### src/rtl/instr_sequencer.sv
//------------------------------------------------------------------------------
// instr_sequencer
//   Control-timing generator for the Harvard CPU core. Produces the one-hot
//   phase vector {exec3, exec2, exec1, fetch} for the instruction decoder,
//   holds the instruction register, sizes each instruction's execute phase
//   from its opcode, and provides run/halt/single-step control, a sticky
//   illegal-opcode flag and a retired-instruction counter.
//
//   Ports:
//     clk       in   system clock (rising edge)
//     reset     in   synchronous reset, active-high
//     run       in   level: execute instructions back to back
//     halt_req  in   level: stop at the next instruction boundary
//     step      in   pulse: execute exactly one instruction from idle
//     mem_data  in   program-memory word, sampled at the end of FETCH
//     state     out  one-hot phase, 4'b0000 when idle
//     inst      out  opcode from the instruction register
//     operand   out  low bits of the instruction register
//     busy      out  state != 0
//     halted    out  state == 0
//     illegal   out  sticky: an undefined opcode was executed
//     retired   out  count of completed instructions (wraps)
//
//   Revision: 1.0 - initial release
//------------------------------------------------------------------------------
`default_nettype none

module instr_sequencer #(
  parameter int IR_WIDTH = 16,
  parameter int RETIRE_W = 16
) (
  input  logic                clk,
  input  logic                reset,
  input  logic                run,
  input  logic                halt_req,
  input  logic                step,
  input  logic [IR_WIDTH-1:0] mem_data,
  output logic [3:0]          state,
  output logic [3:0]          inst,
  output logic [IR_WIDTH-5:0] operand,
  output logic                busy,
  output logic                halted,
  output logic                illegal,
  output logic [RETIRE_W-1:0] retired
);

  localparam logic [3:0] S_IDLE  = 4'b0000;
  localparam logic [3:0] S_FETCH = 4'b0001;
  localparam logic [3:0] S_EX1   = 4'b0010;
  localparam logic [3:0] S_EX2   = 4'b0100;
  localparam logic [3:0] S_EX3   = 4'b1000;

  logic [IR_WIDTH-1:0] ir;
  logic                step_flag;

  logic op_illegal;
  logic op_len3;
  logic op_len4;
  logic last_cycle;
  logic illegal_next;
  logic continue_run;

  assign inst    = ir[IR_WIDTH-1 -: 4];
  assign operand = ir[IR_WIDTH-5:0];
  assign busy    = (state != S_IDLE);
  assign halted  = (state == S_IDLE);

  // Opcode classes: 3 lda / 14 ldr take one extra execute cycle, 13 mul two.
  assign op_illegal = ((inst >= 4'd7) && (inst <= 4'd12)) || (inst == 4'd15);
  assign op_len3    = (inst == 4'd3) || (inst == 4'd14);
  assign op_len4    = (inst == 4'd13);

  assign last_cycle = ((state == S_EX1) && !op_len3 && !op_len4) ||
                      ((state == S_EX2) && op_len3) ||
                      (state == S_EX3);

  // An illegal opcode flagged in this very EX1 must already block the
  // back-to-back continuation at this boundary.
  assign illegal_next = illegal | ((state == S_EX1) & op_illegal);
  assign continue_run = run & ~halt_req & ~step_flag & ~illegal_next;

  always_ff @(posedge clk) begin
    if (reset) begin
      state     <= S_IDLE;
      ir        <= '0;
      step_flag <= 1'b0;
      illegal   <= 1'b0;
      retired   <= '0;
    end else begin
      illegal <= illegal_next;
      if (last_cycle) begin
        retired <= retired + 1'b1;
        if (continue_run) begin
          state <= S_FETCH;
        end else begin
          state     <= S_IDLE;
          step_flag <= 1'b0;
        end
      end else begin
        case (state)
          S_IDLE: begin
            if (run && !halt_req && !illegal) begin
              state <= S_FETCH;
            end else if (step && !run) begin
              state     <= S_FETCH;
              step_flag <= 1'b1;
            end
          end
          S_FETCH: begin
            ir    <= mem_data;
            state <= S_EX1;
          end
          S_EX1:   state <= S_EX2;
          S_EX2:   state <= S_EX3;
          default: state <= S_IDLE;
        endcase
      end
    end
  end

endmodule

`default_nettype wire

### config.mk
export PLATFORM = sky130hd
export DESIGN_NAME = instr_sequencer
export DESIGN_NICKNAME = d
export VERILOG_FILES = /design/src/rtl/instr_sequencer.sv
export SDC_FILE = /design/constraint.sdc
export NUM_CORES = 1
export LEC_CHECK = 0
export ABC_AREA = 1
export BUFFER_PORTS_ARGS = -buffer_cell sky130_fd_sc_hd__buf_2
export CAP_MARGIN = 10
export CORE_ASPECT_RATIO = 0.7
export CORE_MARGIN = 10
export CORE_UTILIZATION = 50
export CTS_BUF_LIST = sky130_fd_sc_hd__clkbuf_4 sky130_fd_sc_hd__clkbuf_8
export DETAILED_ROUTE_END_ITERATION = 8
export GPL_TIMING_DRIVEN = 0
export PLACE_DENSITY_LB_ADDON = 0.25
export SETUP_SLACK_MARGIN = 0.3
export SLEW_MARGIN = 20
export SYNTH_ARGS = -nofsm -noshare
export SYNTH_HDL_FRONTEND = slang
export SYNTH_SLANG_ARGS = --single-unit
### constraint.sdc
create_clock -name clk -period 3.6 [get_ports clk]
set_input_delay 0 -clock clk [delete_from_list [all_inputs] [get_ports clk]]
set_output_delay 0 -clock clk [all_outputs]
set_load 0.01 [all_outputs]
==> results of run 1 <==
-- metal layers --
metal  wire [um]  up-vias
met1        2683      931
met5           0        -
li1            -     1071
met2        2501       45
met3         420        5
met4          53        0
-- path summary, 6_finish.rpt --
check              startpoint         end  slack, ps  cells past startpoint
hold / removal    mem_data[0]       ir[0]          2                      3
hold reg to reg         ir[6]       ir[6]        480                      2
setup / recovery   retired[0]  retired[8]       2010                      7
setup reg to reg   retired[0]  retired[8]       2010                      7
-- layout make-up --
class                      count  area [um^2]
fill                         377         1277
multi-input combinational    206         1095
sequential                    38        760.7
timing repair buffer          74        445.4
clock buffer                   6        82.58
buffer                        11        81.33
inverter                      21        78.83
tap                           52        65.06
clock inverter                 2        12.51
-- Yosys cell counts --
cell type / count
buf_2: 3
nand2_4: 1
inv_1: 21
nand3b_1: 1
nor2_2: 4
dfxtp_1: 38
buf_12: 2
buf_1: 1
nor3_1: 1
clkbuf_1: 4
a21oi_2: 16
buf_4: 1
a31oi_1: 1
nand2_2: 17
nor3_2: 2
ha_1: 1
nand3_1: 8
a21oi_1: 6
o21ai_0: 20
xor2_1: 4
nor2_1: 50
nand4_1: 21
nor3b_2: 1
nand2_1: 48
nand3_4: 1
xnor2_1: 3
-- worst max-delay path, cell delays in order (launching register included) --
cell and delay [ps]:
dfxtp_1 430, ha_1 310, inv_1 70, nor2_1 250, nand2_1 110, xnor2_1 170, nand2_2 70, a21oi_2 100
-- repair_timing --
action                     in CTS  in global routing
setup endpoints to repair       0                  0
hold endpoints to repair       15                  0
hold buffers                   15                  0
setup buffers                   0                  0
-- state kept, by name (all words and copies together), names as in the netlist --
signal / flops
illegal: 1
state: 4
ir: 16
step_flag: 1
retired: 16
-- cells by family after synthesis --
family                   count (synthesis)  synth area share (%)
AND/OR/NAND/NOR                        155                 36.93
AO/OA/AOI/OAI                           43                 13.72
flip-flops                              38                 37.74
XOR/XNOR                                 7                 3.042
adder cells (fa/ha/maj)                  1                0.6206
buffers and inverters                   32                 7.945
-- power breakdown --
group | switching [mW] | internal, mW
logic | 0.161 | 0.110
registers | 0.0326 | 0.462
clock network | 0.161 | 0.154
total | 0.355 | 0.727
-- metrics by stage --
step	setup slack [ps]	cells	util (%)	power [mW]	cell area, um^2
2_1_floorplan	2176	276	-	0.6671	2016
3_3_place_gp	2067	387	60.94	0.7559	2376
3_5_place_dp	2033	387	60.94	0.7632	2376
4_1_cts	2017	410	67.23	1.083	2621
5_1_grt	1823	410	67.23	1.131	2621
6_report	2012	410	67.23	1.082	2621
==> flow_summary.json, run 1 <==
{
  "start_util_pct": 51.70,
  "drive_above_1_share_pct": 32.12,
  "cts_resized": 0,
  "io_pins": 60,
  "setup_viol": 0,
  "maxCapViolations": 0,
  "clock_path_buffers": 2,
  "fin_nets": 379,
  "cts_buffers": 5,
  "ys_warn_count": 0,
  "fin_crit_ps": 1588,
  "power_density_nw_per_um2": 412.7,
  "routedWlPerCell_um": 13.80,
  "core_um2": 3899,
  "h-tree-depth": 2,
  "ant_nets": 0,
  "fmax_ghz": 0.6297,
  "drt-pass1-iter-count": 5,
  "die_w_um": 95.89,
  "overflow": 0,
  "rsz0062_at_grt": "false",
  "start_kind": "flop",
  "fin_worst_skew_ps": 7.660,
  "synth_area_um2": 2016,
  "root_buffer": "clkbuf_8",
  "finalHoldViolCount": 0,
  "wl_um": 5659,
  "leakage_nw": 1.127,
  "dieArea_um2": 7011,
  "clock_sinks": 38,
  "die_height_um": 73.12,
  "hold_ws_ps": 2.485,
  "synth_area_leader_cell": "dfxtp_1",
  "syn-num-nets": 298,
  "clock_latency_ps": 300,
  "tightestPinTransition_ps": 769.6,
  "synth_area_leaders": "dfxtp_1 (38%), nor2_1 (9.3%), nand2_1 (8.9%), a21oi_2 (7.0%), nand4_1 (6.5%)",
  "vias_per_cell": 5.005,
  "antenna_cells": 0,
  "clkTransAtPathRegs_ps": 80,
  "drtIter0Drc": 122,
  "layout_common_cells": "buf_2 (62), nor2_1 (50), nand2_1 (48), dfxtp_1 (38)",
  "max-vdd-ir-drop_mv": 0.3509,
  "grt_use_met3_pct": 5.755,
  "syn_area_per_cell_um2": 7.303,
  "antenna_found_initial": 0,
  "grtUsageMet1_pct": 21.09,
  "grt_max_degree": 13,
  "syn_to_final_growth_pct": 30.04,
  "num_vias": 2052,
  "num_rows": 19,
  "arrival_ps": 1820,
  "status": "finished clean",
  "dp_hpwl_um": 4107,
  "ys_seq_area_share_pct": 37.74,
  "tns_ps": 0,
  "grt_util_met2_pct": 24.59,
  "grt_pass1_vias": 1901,
  "relSlewSlack_pct": 48.70,
  "period_share_pct": 44.11,
  "grt_usage_pct": 16.27,
  "synthCells": 276,
  "critPathMaxFanout": 6,
  "busiest_layer": "met2",
  "cts_tree": "built",
  "yosys_register_bits": 38,
  "path_class": "flop to flop",
  "portBuffers": 59,
  "layout_commonest_cell": "buf_2",
  "final-max-slew-violation-count": 0,
  "yosysUniqueCellTypes": 26,
  "drcViolationCount": 0,
  "grt_pass1_wl_um": 9039,
  "synth_top_area_share_pct": 37.74,
  "critPathRequiredTime_ps": 3830,
  "hold_class": "input port to flop",
  "end_kind": "flop",
  "place.gp.congestion": 0.8999
}
Power figures use the tool's default switching activity.
==> inputs of run 2 (changes only) <==
ABC_AREA = 0   (was 1)
clock period = 1.5 ns   (was 3.6 ns; I/O delays follow)
==> flow_summary.json, run 2 <==
{
  "seqCellArea_um2": 774.5,
  "vias_per_cell": 5.648,
  "clock_latency_ps": 300,
  "setup_viol": 35,
  "hold_class": "input port to flop",
  "syn_area_per_cell_um2": 8.288,
  "num_vias": 1830,
  "rsz0062_at_grt": "true",
  "multi_input_area_um2": 890.9,
  "synth-main-ff-cell": "dfxtp_1",
  "fin_worst_skew_ps": 10.43,
  "final-max-slew-violation-count": 0,
  "maxCapViolations": 0,
  "placed_cells": 293,
  "critPathMaxFanout": 7,
  "overflow": 0,
  "synth.most_common_cell": "nand2_1",
  "num_rows": 17,
  "start_util_pct": 51.87,
  "layout_common_cells": "buf_2 (58), nand2_1 (41), a21oi_1 (29), dfxtp_1 (29), dlygate4sd3_1 (16)",
  "syn_to_final_growth_pct": 50.73,
  "num-fill-cells": 216,
  "io_pins": 60,
  "synth-edff-count": 0,
  "antenna_found_initial": 0,
  "drt-pass1-iter-count": 5,
  "antenna_cells": 0,
  "cts_tree": "built",
  "synth_area_leader_cell": "dfxtp_1",
  "ys_warn_count": 0,
  "ant_nets": 0,
  "power_density_nw_per_um2": 1003,
  "place.gp.congestion": 0.7464,
  "ys_top_cells_by_count": "nand2_1 (41), dfxtp_1 (38), a21oi_1 (33), or4_1 (11), o31ai_1 (10)",
  "grt_max_degree": 13,
  "fin_nets": 307,
  "tightestPinTransition_ps": 647.4,
  "core_um2": 3148,
  "r2r_slack_ps": -530,
  "ys_seq_area_share_pct": 46.59,
  "cts_buffers": 5,
  "grt_pass1_wl_um": 8300,
  "grt_pass1_vias": 1679,
  "dp_hpwl_um": 3235,
  "synth_area_leaders": "dfxtp_1 (47%), a21oi_1 (10%), nand2_1 (9.4%), or4_1 (5.1%), o31ai_1 (4.6%)",
  "tns_ps": -11470,
  "dp_slack_ps": -557.2,
  "setup_ws_ps": -532.4,
  "period_share_pct": 135.5,
  "relSlewSlack_pct": 56.72,
  "yosys_register_bits": 38,
  "violations": "negative setup slack",
  "largestRegisters": "ir: 16 flops, retired: 16 flops, state: 4 flops",
  "grt_usage_pct": 17.39,
  "finalHoldViolCount": 0,
  "reg2reg_depth": 6,
  "layout.cells.non_filler": 324,
  "r2r-start": "state[0]",
  "drtIter0Drc": 198,
  "syn-num-nets": 219,
  "h-tree-depth": 2,
  "clock_path_buffers": 2,
  "status": "finished with violations",
  "die_height_um": 67.81,
  "portBuffers": 58,
  "final_core_util_pct": 78.18,
  "clock_sinks": 38,
  "end_kind": "flop",
  "leakage_nw": 1.000,
  "synthCells": 197,
  "drive_above_1_share_pct": 36.01,
  "hold_path_depth": 4,
  "drcViolationCount": 0,
  "fin_crit_ps": 2032,
  "p_total_mw": 2.470,
  "clkTransAtPathRegs_ps": 70,
  "yosysUniqueCellTypes": 32,
  "dieArea_um2": 5988,
  "r2r_end": "retired[11]",
  "synth-async-reset-ratio_pct": 0,
  "wl_um": 5274,
  "root_buffer": "clkbuf_8",
  "synth_area_um2": 1633,
  "max-vdd-ir-drop_mv": 0.7760,
  "layout_commonest_cell": "buf_2",
  "routedWlPerCell_um": 16.28,
  "min_to": "step_flag",
  "holdCritStartpoint": "run",
  "synth_top_area_share_pct": 46.59,
  "arrival_ps": 2260,
  "fmax_ghz": 0.4920,
  "critPathRequiredTime_ps": 1720,
  "path_class": "flop to flop",
  "start_kind": "flop",
  "die_w_um": 88.30
}
## run 2: cell count changes in the layout (fill, tap and decap cells not counted), moves of 13 or more
cell	change
a21oi_1	+23
a21oi_2	-13
inv_1	-18
nand2_2	-17
nand4_1	-19
nor2_1	-44
o21ai_0	-17
## run 2: worst max-delay path, stage by stage (launching register included)
cell and delay (ps):
dfxtp_2 350, or4b_4 570, a41oi_4 210, a211oi_4 120, buf_6 170, or4_1 410
a21oi_1 130
## run 2: final cells by class
class,count,share of cell area [%]
multi-input combinational,144,36.20
clock buffer,6,3.355
tap,38,1.932
clock inverter,2,2.440
sequential,38,31.47
timing repair buffer,81,20.59
inverter,3,0.4575
buffer,12,3.559
## run 2: cell families after synthesis
group,Yosys count,synth area share (%)
flip-flops,38,46.59
XOR/XNOR,1,0.5365
AND/OR/NAND/NOR,89,29.35
AO/OA/AOI/OAI,52,18.54
adder cells (fa/ha/maj),1,0.7662
multiplexers,1,0.6131
buffers and inverters,15,3.601
## run 2: metal layers
metal	vias up	global-route usage, %	wire, um
met4	0	4.819	68
met3	11	5.338	486
li1	889	-	-
met2	84	29.24	2462
met5	-	0	0
met1	846	21.26	2257
## run 2: timing repair
item                                   CTS  global route
hold buffers                            16             0
setup buffers                            4             1
setup endpoints to repair               39            40
gates cloned                             2             0
endpoints found under the hold margin   16             0
resized for setup                       10            18
pin swaps                                2             1
## run 2: worst max-delay path by stage
stage,startpoint,endpoint,slack (ps),cells past startpoint
2_1_floorplan,state[2],retired[14],-400,6
3_3_place_gp,state[1],ir[9],-570,4
3_5_place_dp,ir[12],retired[1],-560,7
4_1_cts,state[0],retired[11],-520,6
5_1_grt,state[0],retired[12],-610,6
6_report,state[0],retired[11],-530,6
## run 2: power by group
group | switching [mW] | internal, mW | total (mW) | leakage, nW
logic | 0.153 | 0.152 | 0.306 | 0.616
registers | 0.0350 | 1.04 | 1.08 | 0.312
clock network | 0.376 | 0.710 | 1.09 | 0.0714
total | 0.564 | 1.91 | 2.47 | 1.00
## run 2: through the flow
| step | cell area [um^2] | hold slack (ps) |
|---|---|---|
| after floorplan | 1668 | 136.0 |
| after global placement | 2006 | 241.7 |
| after detailed placement | 2012 | 246.5 |
| after CTS | 2397 | 69.26 |
| after global routing | 2461 | 123.1 |
| final | 2461 | 70.64 |
==> inputs of run 3 (changes only) <==
TNS_END_PERCENT = 5   (was not set)
==> flow_summary.json, run 3 (same netlist as run 2, synthesis figures left out) <==
{
  "final-max-slew-violation-count": 0,
  "num_rows": 17,
  "cts_tree": "built",
  "path_class": "flop to flop",
  "start_util_pct": 51.87,
  "arrival_ps": 2270,
  "swShare_pct": 26.20,
  "status": "finished with violations",
  "portBuffers": 58,
  "finalHoldViolCount": 0,
  "hold_class": "input port to flop",
  "power.switching_uw": 566.0,
  "antenna_found_initial": 0,
  "wl_um": 5436,
  "core_um2": 3148,
  "reg2reg_depth": 6,
  "largestRegisters": "ir: 16 flops, retired: 16 flops, state: 4 flops",
  "clock_power_share_pct": 35.0,
  "die_height_um": 67.81,
  "setup_ws_ps": -538.2,
  "cp-startpoint": "state[0]",
  "cts_buffers": 5,
  "drive_above_1_share_pct": 37.06,
  "dp_slack_ps": -631.8,
  "setup_viol": 31,
  "layout_commonest_cell": "buf_2",
  "fin_nets": 307,
  "place.gp.congestion": 0.8181,
  "antenna_cells": 0,
  "violations": "negative setup slack",
  "layout_common_cells": "buf_2 (58), nand2_1 (38), dfxtp_1 (31), a21oi_1 (29), dlygate4sd3_1 (16)",
  "clkTransAtPathRegs_ps": 80,
  "clock_sinks": 38,
  "fin_crit_ps": 2038,
  "start_kind": "flop",
  "vias_per_cell": 5.549,
  "dp_hpwl_um": 3255,
  "fin_worst_skew_ps": 5.467,
  "r2r_end": "retired[11]",
  "dieArea_um2": 5988,
  "io_pins": 60,
  "grt_usage_pct": 17.50,
  "leakage_nw": 1.006,
  "relSlewSlack_pct": 65.16,
  "r2r-start": "state[0]",
  "critPathMaxFanout": 5,
  "h-tree-depth": 2,
  "clock_path_buffers": 2,
  "die_w_um": 88.30,
  "grt_pass1_vias": 1652,
  "max-vdd-ir-drop_mv": 0.5718,
  "routedWlPerCell_um": 16.78,
  "num_vias": 1798,
  "drcViolationCount": 0,
  "power_density_nw_per_um2": 876.9,
  "grt_pass1_wl_um": 8252,
  "root_buffer": "clkbuf_8",
  "overflow": 0,
  "comb_power_share_pct": 15.2,
  "r2r_slack_ps": -540,
  "maxCapViolations": 0,
  "drtIter0Drc": 151,
  "drt-pass1-iter-count": 4,
  "p_seq_share_pct": 49.8,
  "ant_nets": 0,
  "syn_to_final_growth_pct": 50.88,
  "fmax_ghz": 0.4906,
  "clock_latency_ps": 300,
  "rsz0062_at_grt": "true",
  "grt_max_degree": 12,
  "critPathCapture": "retired[11]",
  "hold_ws_ps": 85.97,
  "period_share_pct": 135.9,
  "critPathRequiredTime_ps": 1740,
  "place_area_um2": 1982,
  "final_area_um2": 2464,
  "intPower_mw": 1.594,
  "end_kind": "flop",
  "tns_ps": -10820,
  "tightestPinTransition_ps": 522.6
}
## run 3: worst max-delay path, cell delays in order, from the launching register on
cell,delay [ps]
dfxtp_2,330
or4b_4,560
a41oi_4,230
a211oi_4,130
buf_6,160
or4_4,420
a21oi_2,140
## run 3: worst min path at each step
stage,from,end,slack [ps],cells after the start
floorplan,mem_data[0],ir[0],140,2
global placement,mem_data[5],ir[5],240,3
detailed placement,mem_data[4],ir[4],250,3
CTS,halt_req,state[0],70,5
global route,halt_req,state[0],110,5
finish,halt_req,state[0],90,5
## run 3: per-layer routing
| metal | vias up | share of wire (%) | global-route usage, % |
|---|---|---|---|
| li1 | 884 | - | - |
| met1 | 849 | 43 | 20.75 |
| met2 | 58 | 48 | 29.42 |
| met3 | 7 | 7.4 | 5.457 |
| met4 | 0 | 1.1 | 6.627 |
| met5 | - | 0 | 0 |
## run 3: repair_timing
item | CTS | global route
hold endpoints to repair | 16 | 0
hold buffers | 16 | 0
setup endpoints to repair | 39 | 40
setup buffers | 3 | 3
pin swaps | 10 | 6
resized for setup | 26 | 24
cloned | 1 | 0
## run 3: per-stage QoR
step	std cells	power [mW]	util, %
after CTS	321	2.119	74.60
final	324	2.160	78.26
after detailed placement	293	1.318	62.96
after floorplan	197	1.221	-
after global routing	324	2.240	78.26
after global placement	293	1.317	62.96
## run 3: final cells by class
type | instances | area (um^2)
Multi-Input combinational cell | 144 | 925.9
Sequential cell | 38 | 774.5
Fill cell | 222 | 684.4
Timing Repair Buffer | 81 | 518.0
Buffer | 12 | 91.34
Clock buffer | 7 | 90.09
Tap cell | 38 | 47.55
Inverter | 3 | 11.26
Clock inverter | 1 | 5.005
## run 3: power by group through the flow
stage | sequential (mW) | clock, mW | combinational (mW)
after floorplan | 1.11 | 0 | 0.114
after global placement | 1.09 | 0 | 0.224
after detailed placement | 1.10 | 0 | 0.223
after CTS | 1.07 | 0.756 | 0.292
after global routing | 1.08 | 0.801 | 0.360
final | 1.08 | 0.755 | 0.329
